==> config.mk <==
export PLATFORM = sky130hd
export DESIGN_NAME = dvp_camera_tx
export DESIGN_NICKNAME = d
export VERILOG_FILES = /design/src/rtl/dvp_tx_pkg.sv /design/src/rtl/dvp_bar_gen.sv /design/src/rtl/dvp_camera_tx.sv
export SDC_FILE = /design/constraint.sdc
export NUM_CORES = 1
export LEC_CHECK = 0
export BUFFER_PORTS_ARGS = -buffer_cell sky130_fd_sc_hd__buf_2
export CORE_ASPECT_RATIO = 1.2
export CORE_MARGIN = 2
export CORE_UTILIZATION = 60
export CTS_CLUSTER_SIZE = 8
export DETAILED_ROUTE_END_ITERATION = 12
export HOLD_SLACK_MARGIN = 0.06
export PLACE_DENSITY = 0.8
export SYNTH_ARGS = -nofsm -noshare
export SYNTH_HDL_FRONTEND = slang
export SYNTH_SLANG_ARGS = --single-unit
export TNS_END_PERCENT = 20
==> constraint.sdc <==
create_clock -name clk -period 5 [get_ports clk]
set_input_delay 1 -clock clk [delete_from_list [all_inputs] [get_ports clk]]
set_output_delay 1 -clock clk [all_outputs]
set_load 0.005 [all_outputs]
==> src/rtl/dvp_tx_pkg.sv <==
// Shared types and helpers for the DVP camera transmitter: FSM state encoding,
// the 8-entry RGB565 colour-bar table and the line length derivation.
package dvp_tx_pkg;

  typedef enum logic [2:0] {
    StIdle,
    StVsync,
    StVbp,
    StActive,
    StVfp
  } dvp_state_e;

  localparam int unsigned NumBars = 8;

  // RGB565 colour of bars 0..7: white, yellow, cyan, green, magenta, red, blue, black.
  function automatic logic [15:0] bar_colour(input logic [2:0] idx);
    logic [15:0] c;
    case (idx)
      3'd0:    c = 16'hFFFF;
      3'd1:    c = 16'hFFE0;
      3'd2:    c = 16'h07FF;
      3'd3:    c = 16'h07E0;
      3'd4:    c = 16'hF81F;
      3'd5:    c = 16'hF800;
      3'd6:    c = 16'h001F;
      default: c = 16'h0000;
    endcase
    return c;
  endfunction

  // Clock cycles per line: two bytes per active pixel plus horizontal blanking.
  function automatic int unsigned line_len(input int unsigned h_active,
                                           input int unsigned h_blank);
    return 2 * h_active + h_blank;
  endfunction

endpackage

==> src/rtl/dvp_bar_gen.sv <==
// Colour-bar generator. Tracks the pixel position within the active line with a
// bar-width counter plus a 3-bit bar index, and returns the colour of the pixel
// selected by this cycle's strobes (line_start_i / pix_adv_i) so the caller can
// register the matching byte on the same edge.
module dvp_bar_gen
  import dvp_tx_pkg::*;
#(
  parameter int unsigned H_ACTIVE = 1024
) (
  input  logic        clk,
  input  logic        rst,
  input  logic        line_start_i,
  input  logic        pix_adv_i,
  input  logic [2:0]  offset_i,
  output logic [15:0] colour_o
);

  localparam int unsigned BarPix = H_ACTIVE / NumBars;
  localparam int unsigned PixW = (BarPix > 1) ? $clog2(BarPix) : 1;
  localparam logic [PixW-1:0] PixLast = PixW'(BarPix - 1);

  logic [PixW-1:0] pix_q, pix_d;
  logic [2:0]      bar_q, bar_d;

  // Next pixel position: restart at bar 0 on a new line, step on each new pixel.
  always_comb begin
    pix_d = pix_q;
    bar_d = bar_q;
    if (line_start_i) begin
      pix_d = '0;
      bar_d = '0;
    end else if (pix_adv_i) begin
      if (pix_q == PixLast) begin
        pix_d = '0;
        bar_d = bar_q + 3'd1;
      end else begin
        pix_d = pix_q + 1'b1;
      end
    end
  end

  // Position registers.
  always_ff @(posedge clk or posedge rst) begin
    if (rst) begin
      pix_q <= '0;
      bar_q <= '0;
    end else begin
      pix_q <= pix_d;
      bar_q <= bar_d;
    end
  end

  // The offset rotates which colour appears in each bar position (wraps mod 8).
  assign colour_o = bar_colour(bar_d + offset_i);

endmodule

==> src/rtl/dvp_camera_tx.sv <==
// OV5640-style DVP video source: VSYNC / HREF / 8-bit RGB565 data (high byte
// first), one byte per clk, showing an internal 8-bar colour pattern.
// Optional feature macro: DVP_TX_SCROLL_EN -- when defined the bars rotate by
// one position per frame using frame_cnt[2:0] latched at frame start.
// All outputs are registered from next-state values, so the first VSYNC cycle
// appears the cycle after enable is sampled in idle.
module dvp_camera_tx
  import dvp_tx_pkg::*;
#(
  parameter int unsigned H_ACTIVE  = 1024,
  parameter int unsigned V_ACTIVE  = 768,
  parameter int unsigned H_BLANK   = 256,
  parameter int unsigned VS_LINES  = 4,
  parameter int unsigned VBP_LINES = 16,
  parameter int unsigned VFP_LINES = 4,
  parameter logic        VS_POL    = 1'b1
) (
  input  logic        clk,
  input  logic        rst,
  input  logic        enable,
  output logic        cam_vsync,
  output logic        cam_href,
  output logic [7:0]  cam_data,
  output logic        frame_done,
  output logic [15:0] frame_cnt,
  output logic        busy
);

  localparam int unsigned LineLen = line_len(H_ACTIVE, H_BLANK);
  localparam int unsigned ColW = $clog2(LineLen);
  localparam int unsigned MaxA = (VS_LINES > VBP_LINES) ? VS_LINES : VBP_LINES;
  localparam int unsigned MaxB = (V_ACTIVE > VFP_LINES) ? V_ACTIVE : VFP_LINES;
  localparam int unsigned MaxLines = (MaxA > MaxB) ? MaxA : MaxB;
  localparam int unsigned LineW = (MaxLines > 1) ? $clog2(MaxLines) : 1;

  localparam logic [ColW-1:0] ColLast = ColW'(LineLen - 1);
  localparam logic [ColW-1:0] HrefCols = ColW'(2 * H_ACTIVE);

  // Empty phases are skipped by jumping straight to the next populated one.
  localparam dvp_state_e FirstPhase = (VS_LINES != 0)  ? StVsync :
                                      (VBP_LINES != 0) ? StVbp : StActive;
  localparam dvp_state_e AfterVsync = (VBP_LINES != 0) ? StVbp : StActive;
  localparam dvp_state_e LastPhase  = (VFP_LINES != 0) ? StVfp : StActive;

  function automatic logic [LineW-1:0] last_line(input dvp_state_e s);
    logic [LineW-1:0] r;
    case (s)
      StVsync:  r = LineW'(VS_LINES - 1);
      StVbp:    r = LineW'(VBP_LINES - 1);
      StActive: r = LineW'(V_ACTIVE - 1);
      StVfp:    r = LineW'(VFP_LINES - 1);
      default:  r = '0;
    endcase
    return r;
  endfunction

  dvp_state_e       state_q, state_d;
  logic [ColW-1:0]  col_q, col_d;
  logic [LineW-1:0] line_q, line_d;
  logic             frame_start;

  logic             vsync_d, href_d, frame_done_d, busy_d;
  logic [7:0]       data_d;
  logic [15:0]      frame_cnt_q, frame_cnt_d;

  logic             line_start, pix_adv;
  logic [2:0]       offset;
  logic [15:0]      colour;

  // Timing FSM: column/line counters and phase sequencing.
  always_comb begin
    state_d     = state_q;
    col_d       = col_q;
    line_d      = line_q;
    frame_start = 1'b0;
    case (state_q)
      StIdle: begin
        if (enable) begin
          state_d     = FirstPhase;
          col_d       = '0;
          line_d      = '0;
          frame_start = 1'b1;
        end
      end
      default: begin
        if (col_q == ColLast) begin
          col_d = '0;
          if (line_q == last_line(state_q)) begin
            line_d = '0;
            if (state_q == LastPhase) begin
              // Enable only matters here: frames always run to completion.
              if (enable) begin
                state_d     = FirstPhase;
                frame_start = 1'b1;
              end else begin
                state_d = StIdle;
              end
            end else begin
              case (state_q)
                StVsync:  state_d = AfterVsync;
                StVbp:    state_d = StActive;
                default:  state_d = StVfp;
              endcase
            end
          end else begin
            line_d = line_q + 1'b1;
          end
        end else begin
          col_d = col_q + 1'b1;
        end
      end
    endcase
  end

  // FSM and counter registers.
  always_ff @(posedge clk or posedge rst) begin
    if (rst) begin
      state_q <= StIdle;
      col_q   <= '0;
      line_q  <= '0;
    end else begin
      state_q <= state_d;
      col_q   <= col_d;
      line_q  <= line_d;
    end
  end

`ifdef DVP_TX_SCROLL_EN
  logic [2:0] offset_q, offset_d;

  // Capture the frame count on frame entry so a frame never mixes two offsets.
  always_comb begin
    offset_d = offset_q;
    if (frame_start) begin
      offset_d = frame_cnt_q[2:0];
    end
  end

  // Offset register.
  always_ff @(posedge clk or posedge rst) begin
    if (rst) begin
      offset_q <= '0;
    end else begin
      offset_q <= offset_d;
    end
  end

  assign offset = offset_d;
`else
  logic unused_frame_start;
  assign unused_frame_start = frame_start;
  assign offset = 3'd0;
`endif

  // Strobes for the byte being registered this edge (col_d is that byte's column).
  assign line_start = (state_d == StActive) && (col_d == '0);
  assign pix_adv    = (state_d == StActive) && (col_d != '0) && !col_d[0] && (col_d < HrefCols);

  dvp_bar_gen #(
    .H_ACTIVE (H_ACTIVE)
  ) u_bar_gen (
    .clk          (clk),
    .rst          (rst),
    .line_start_i (line_start),
    .pix_adv_i    (pix_adv),
    .offset_i     (offset),
    .colour_o     (colour)
  );

  // Next output values derived from the next FSM position.
  always_comb begin
    vsync_d      = (state_d == StVsync) ? VS_POL : ~VS_POL;
    href_d       = (state_d == StActive) && (col_d < HrefCols);
    data_d       = 8'h00;
    if (href_d) begin
      data_d = col_d[0] ? colour[7:0] : colour[15:8];
    end
    busy_d       = (state_d != StIdle);
    frame_done_d = (state_d == LastPhase) && (line_d == last_line(LastPhase)) &&
                   (col_d == ColLast);
    frame_cnt_d  = frame_cnt_q + 16'd1;
  end

  // Registered outputs.
  always_ff @(posedge clk or posedge rst) begin
    if (rst) begin
      cam_vsync  <= ~VS_POL;
      cam_href   <= 1'b0;
      cam_data   <= 8'h00;
      frame_done <= 1'b0;
      busy       <= 1'b0;
    end else begin
      cam_vsync  <= vsync_d;
      cam_href   <= href_d;
      cam_data   <= data_d;
      frame_done <= frame_done_d;
      busy       <= busy_d;
    end
  end

  // Completed-frame counter; wraps naturally at 16 bits.
  always_ff @(posedge clk or posedge rst) begin
    if (rst) begin
      frame_cnt_q <= 16'h0000;
    end else if (frame_done_d) begin
      frame_cnt_q <= frame_cnt_d;
    end
  end

  assign frame_cnt = frame_cnt_q;

endmodule

==> results.json, run 1 <==
{
  "synth_edf_count": 0,
  "fin_skew_ns": 0.00806,
  "final_cell_mix": "dfrtp_1 (58), nand2_1 (43), o21ai_0 (34)",
  "syn2layout_area_growth_pct": 10.5,
  "grt_pass1_wl_microns": 15500,
  "ys_seq_area_share_pct": 38.4,
  "fin_util_pct": 69.0,
  "synth_cell_types": 72,
  "syn_inst": 420,
  "syn-mean-instance-area_sq_um": 8.99,
  "synth-seq-cells": 58,
  "cts_buffers": 9,
  "irDropWorstVdd_uv": 200,
  "first_pass_iters": 5,
  "via_per_inst": 6.63,
  "crit_end": "frame_cnt[1]",
  "die_height_microns": 90.9,
  "worstPathMaxFanout": 16,
  "cap_violations": 0,
  "antenna_left": 0,
  "routed_wl_microns": 9320,
  "route.detailed.drc": 0,
  "cts.sinks": 58,
  "ios": 31,
  "dieArea_sq_um": 6950,
  "dp.cells": 505,
  "fmax_mhz": 247,
  "crit_path_end_kind": "register",
  "clock-root-buffer": "clkbuf_8",
  "final_nets": 442,
  "antenna_found_initial": 1,
  "mappedNetlistArea_sq_um": 3780,
  "power_leakage_nw": 1.85,
  "port-buffer-count": 30,
  "grt_use_total_pct": 28.0,
  "synth-main-ff-cell": "dfrtp_1",
  "power-per-cell-area_nw_per_um2": 318,
  "insertion_delay_ns": 0.35,
  "netlist_top_cells_area": "dfrtp_1 (38%), xor2_1 (4.6%), o21ai_0 (4.5%), nand2_1 (4.3%), nor4_2 (3.6%)",
  "drv_slew": 0,
  "die_w_microns": 76.4,
  "postCtsSetupBuffers": 0,
  "startpoint_type": "register",
  "rsz0062_at_grt": "false",
  "required_ns": 5.23,
  "r2r-start": "state_q[0]",
  "r2r_slack_ns": 0.94,
  "grt_max_degree": 59,
  "synth_top_area_share_pct": 38.4,
  "cp-startpoint": "state_q[0]",
  "synth-async-reset-ratio_pct": 100,
  "hold_violations": 0,
  "dp_hpwl_microns": 6480,
  "cts_tree": "yes",
  "cts_buffer_depth": 2,
  "fin_setup_tns_ns": 0,
  "drive_gt1_share_pct": 18.2,
  "outcome": "finished, final reports clean",
  "avgRoutedWirePerCell_microns": 17.9,
  "grt_pass1_vias": 3228,
  "post-route-min-period_ns": 4.06,
  "antenna_cells": 0,
  "cts_resized": 0,
  "period_share_pct": 81.1,
  "fin_cells": 521,
  "r2r_end": "frame_cnt[1]",
  "clk_pin_slew_ns": 0.06,
  "setup_viol": 0,
  "layout_commonest_cell": "dfrtp_1",
  "cts_max_level": 3,
  "dr_total_vias": 3453,
  "min_path_type": "reg -> reg",
  "yosys_warnings": 0,
  "slew-limit-headroom_pct": 30.1,
  "whs_ns": 0.470,
  "crit_type": "reg -> reg",
  "rr_worst_depth": 8,
  "gp_congestion": 0.998,
  "worst_ep_arrival_time_ns": 4.28,
  "worstMarginPinSlew_ns": 1.04,
  "coreArea_sq_um": 6050,
  "synth_nets": 428,
  "rows": 31,
  "yosys.area.top_type": "dfrtp_1",
  "drtIter0Drc": 550,
  "worst_slack_ns": 0.944,
  "start_util_pct": 62.4,
  "hold_buffers": 0,
  "min_from": "frame_cnt[15]",
  "overflow": 0,
  "dp_slack_ns": 0.902
}
[cells in the mapped netlist (3+ instances only)]
library cell,instances
nor4_1,8
a31oi_1,6
o211ai_1,3
a21oi_1,20
buf_2,6
nor3_1,13
and2_1,8
and4_1,7
o31a_1,3
nand3_1,21
xnor2_1,4
dfrtp_1,58
nand4_1,9
o21ai_0,34
a211oi_1,3
buf_4,6
ha_1,5
o31ai_1,9
or3_1,4
a21o_1,3
a211o_1,4
nand2_1,43
and3_1,7
nor4b_1,4
nor2_1,17
or4_1,5
xor2_1,20
inv_1,10
nand2b_1,6
nor4_2,11
clkbuf_1,17
[final cells by class]
cell class / count / area, sq um
Multi-Input combinational cell: 319 / 2140
Fill cell: 500 / 1880
Sequential cell: 58 / 1450
Timing Repair Buffer: 35 / 188
Clock buffer: 12 / 155
Tap cell: 82 / 103
Clock inverter: 4 / 97.6
Inverter: 11 / 41.3
[where the power goes]
group          internal [W]  switching [W]
clock network      0.000358       0.000193
logic             0.0000801       0.000123
registers          0.000503      0.0000709
total              0.000942       0.000387
[routing by layer]
layer	GRT usage, %	part of all wire [%]	up-vias	wire (microns)
met4	13.6	2.8	2	264
met3	6.70	7.1	32	658
li1	-	-	1598	-
met1	35.4	42	1654	3900
met5	0	0.075	-	7
met2	44.9	48	167	4500
[worst min path at each step]
| stage | endpoint | slack, ns | cells after the start |
|---|---|---|---|
| after floorplan | frame_cnt[15] | 0.46 | 1 |
| after global placement | frame_cnt[11] | 0.47 | 1 |
| final | frame_cnt[15] | 0.47 | 1 |
| after detailed placement | frame_cnt[15] | 0.45 | 1 |
| after global routing | frame_cnt[15] | 0.49 | 1 |
| after CTS | frame_cnt[15] | 0.47 | 1 |
[registers in the layout, indices dropped and copies added, names as in the netlist]
signal and flops:
cam_vsync 1, u_bar_gen.pix_q 7, cam_href 1, line_q 10, frame_done 1, state_q 3, u_bar_gen.bar_q 3, col_q 12
busy 1, frame_cnt 16, cam_data 3
[critical path, cell delays in order, from the launching register on]
cell and delay (ns):
dfrtp_1 0.57, or3_1 0.69, a211o_1 0.39, a211oi_4 0.42, nand2_1 0.26, a211oi_2 0.32
nand4b_2 0.48, nor3_1 0.44, mux2_1 0.36
[kinds of logic after synthesis]
family | share of synthesized area, %
adder cells (fa/ha/maj) | 1.92
flip-flops | 38.4
XOR/XNOR | 5.56
AO/OA/AOI/OAI | 19.7
AND/OR/NAND/NOR | 28.2
buffers and inverters | 5.30
multiplexers | 0.828
[metrics by stage]
stage               total power [W]  instance area, sq um
floorplan                  0.000730                  3780
finish                      0.00133                  4170
global route                0.00139                  4170
detailed placement         0.000777                  3920
global placement           0.000769                  3920
CTS                         0.00133                  4170
(Power assumes the default switching activity.)
==> run 2, diff against run 1 <==
- clock period: 5 -> 4.2 ns (I/O delays scaled with it)
==> run 2 against run 1 <==
Critical path depth increased by 2; first-iteration DRC count decreased by 39%; core utilization increased by 0.17 points.
==> results.json, run 2 (synthesis gave the netlist of run 1 again) <==
{
  "outcome": "finished, final reports clean",
  "met3_usage_pct": 6.90,
  "grt_use_total_pct": 28.1,
  "worst_ep_arrival_time_ns": 3.75,
  "routed_wl_microns": 9250,
  "max_stage_delay_ns": 0.53,
  "clock-root-buffer": "clkbuf_8",
  "crit_slowest_cell": "dfrtp_1",
  "worstMarginPinSlew_ns": 0.854,
  "rr_worst_depth": 10,
  "drtIter0Drc": 333,
  "cts_tree": "yes",
  "fin_skew_ns": 0.00499,
  "clk_pin_slew_ns": 0.06,
  "rsz0062_at_grt": "false",
  "irDropWorstVdd_uv": 282,
  "post-route-min-period_ns": 3.49,
  "cts.sinks": 58,
  "cts_resized": 0,
  "use_met1_pct": 35.1,
  "fmax_mhz": 286,
  "die_height_microns": 90.9,
  "cts_buffers": 9,
  "cp_cell_sequence": "ha_1 > and4_1 > nand3_1 > a21oi_1 > nand2_1 > a211oi_2 > nand4b_2 > buf_4 > nor4_2 > xor2_1",
  "avgRoutedWirePerCell_microns": 17.6,
  "via_per_inst": 6.51,
  "ios": 31,
  "antenna_left": 0,
  "syn2layout_area_growth_pct": 10.7,
  "power_leakage_nw": 1.87,
  "slew-limit-headroom_pct": 42.8,
  "fillers": 496,
  "dr_total_vias": 3413,
  "fin_util_pct": 69.1,
  "grt_pass1_wl_microns": 15500,
  "hold_buffers": 0,
  "insertion_delay_ns": 0.34,
  "busiest_layer": "met2",
  "postCtsSetupBuffers": 0,
  "coreArea_sq_um": 6050,
  "rows": 31,
  "antenna_cells": 0,
  "layout_commonest_cell": "dfrtp_1",
  "grt_max_degree": 32,
  "final_nets": 447,
  "hold_depth": 1,
  "power-per-cell-area_nw_per_um2": 363,
  "fin_setup_tns_ns": 0,
  "dp_hpwl_microns": 6600,
  "setup_viol": 0,
  "worstPathMaxFanout": 12,
  "gr-usage-met2_pct": 45.4,
  "cts_max_level": 3,
  "port-buffer-count": 30,
  "drv_slew": 0,
  "crit_path_end_kind": "register",
  "route.detailed.drc": 0,
  "overflow": 0,
  "gp_congestion": 0.933,
  "cap_violations": 0,
  "die_w_microns": 76.4,
  "min_path_type": "reg -> reg",
  "final_cell_mix": "dfrtp_1 (58), nand2_1 (43), o21ai_0 (34)",
  "antenna_found_initial": 0,
  "grt_pass1_vias": 3248,
  "drive_gt1_share_pct": 19.0,
  "crit_type": "reg -> reg",
  "largest_reg_flops": 16,
  "period_share_pct": 83.2,
  "start_util_pct": 62.4,
  "hold_violations": 0,
  "required_ns": 4.46,
  "cts_buffer_depth": 2,
  "first_pass_iters": 5,
  "dieArea_sq_um": 6950,
  "startpoint_type": "register"
}
[run 2: cell types whose count changed in the layout (fill, tap and decap cells not counted), sizes merged]
| cell | previous run | this run |
|---|---|---|
| clkinvlp | 1 | 0 |
| bufinv | 3 | 2 |
| buf | 35 | 40 |
[run 2: power by group]
part           internal [W]  switching (W)
combinational     0.0000951       0.000144
clock              0.000376       0.000217
sequential         0.000599      0.0000864
total               0.00107       0.000448
[run 2: stage by stage]
stage	hold WS (ns)	instance area, sq um	cells	worst slack [ns]	power [W]
floorplan	0.465	3780	420	1.09	0.000870
finish	0.467	4180	524	0.706	0.00152
CTS	0.470	4180	524	0.735	0.00152
global placement	0.453	3960	510	0.775	0.000923
global route	0.481	4180	524	0.453	0.00159
detailed placement	0.455	3960	510	0.733	0.000927
[run 2: layout make-up]
| class | instances | area (sq um) | area share [%] |
|---|---|---|---|
| multi-input cells | 319 | 2140 | 51.1 |
| repair buffers | 40 | 225 | 5.38 |
| clock inverters | 2 | 60.1 | 1.44 |
| inverters | 11 | 41.3 | 0.987 |
| clock buffers | 12 | 165 | 3.95 |
| well taps | 82 | 103 | 2.45 |
| flip-flops and latches | 58 | 1450 | 34.7 |
[run 2: critical path, delay by kind of cell, from the launching register on]
kind,cells,cell delay [ns]
adder cells (fa/ha/maj),1,0.33
AND/OR/NAND/NOR,5,1.32
AO/OA/AOI/OAI,2,0.77
buffers and inverters,1,0.24
XOR/XNOR,1,0.20
flip-flops,1,0.53
[run 2: path summary, 6_finish.rpt]
check                         startpoint                 end  slack [ns]
min                        frame_cnt[15]       frame_cnt[15]        0.47
min in group asynchronous            rst  u_bar_gen.pix_q[4]        0.58
max in group asynchronous            rst          frame_done        2.81
max                             col_q[0]        frame_cnt[5]        0.71
min reg2reg                frame_cnt[15]       frame_cnt[15]        0.47
max reg2reg                     col_q[0]        frame_cnt[5]        0.71
[run 2: routing by layer]
metal	vias to the layer above	wire, microns
li1	1592	-
met1	1661	4000
met2	132	4470
met3	28	492
met4	0	285
met5	-	0
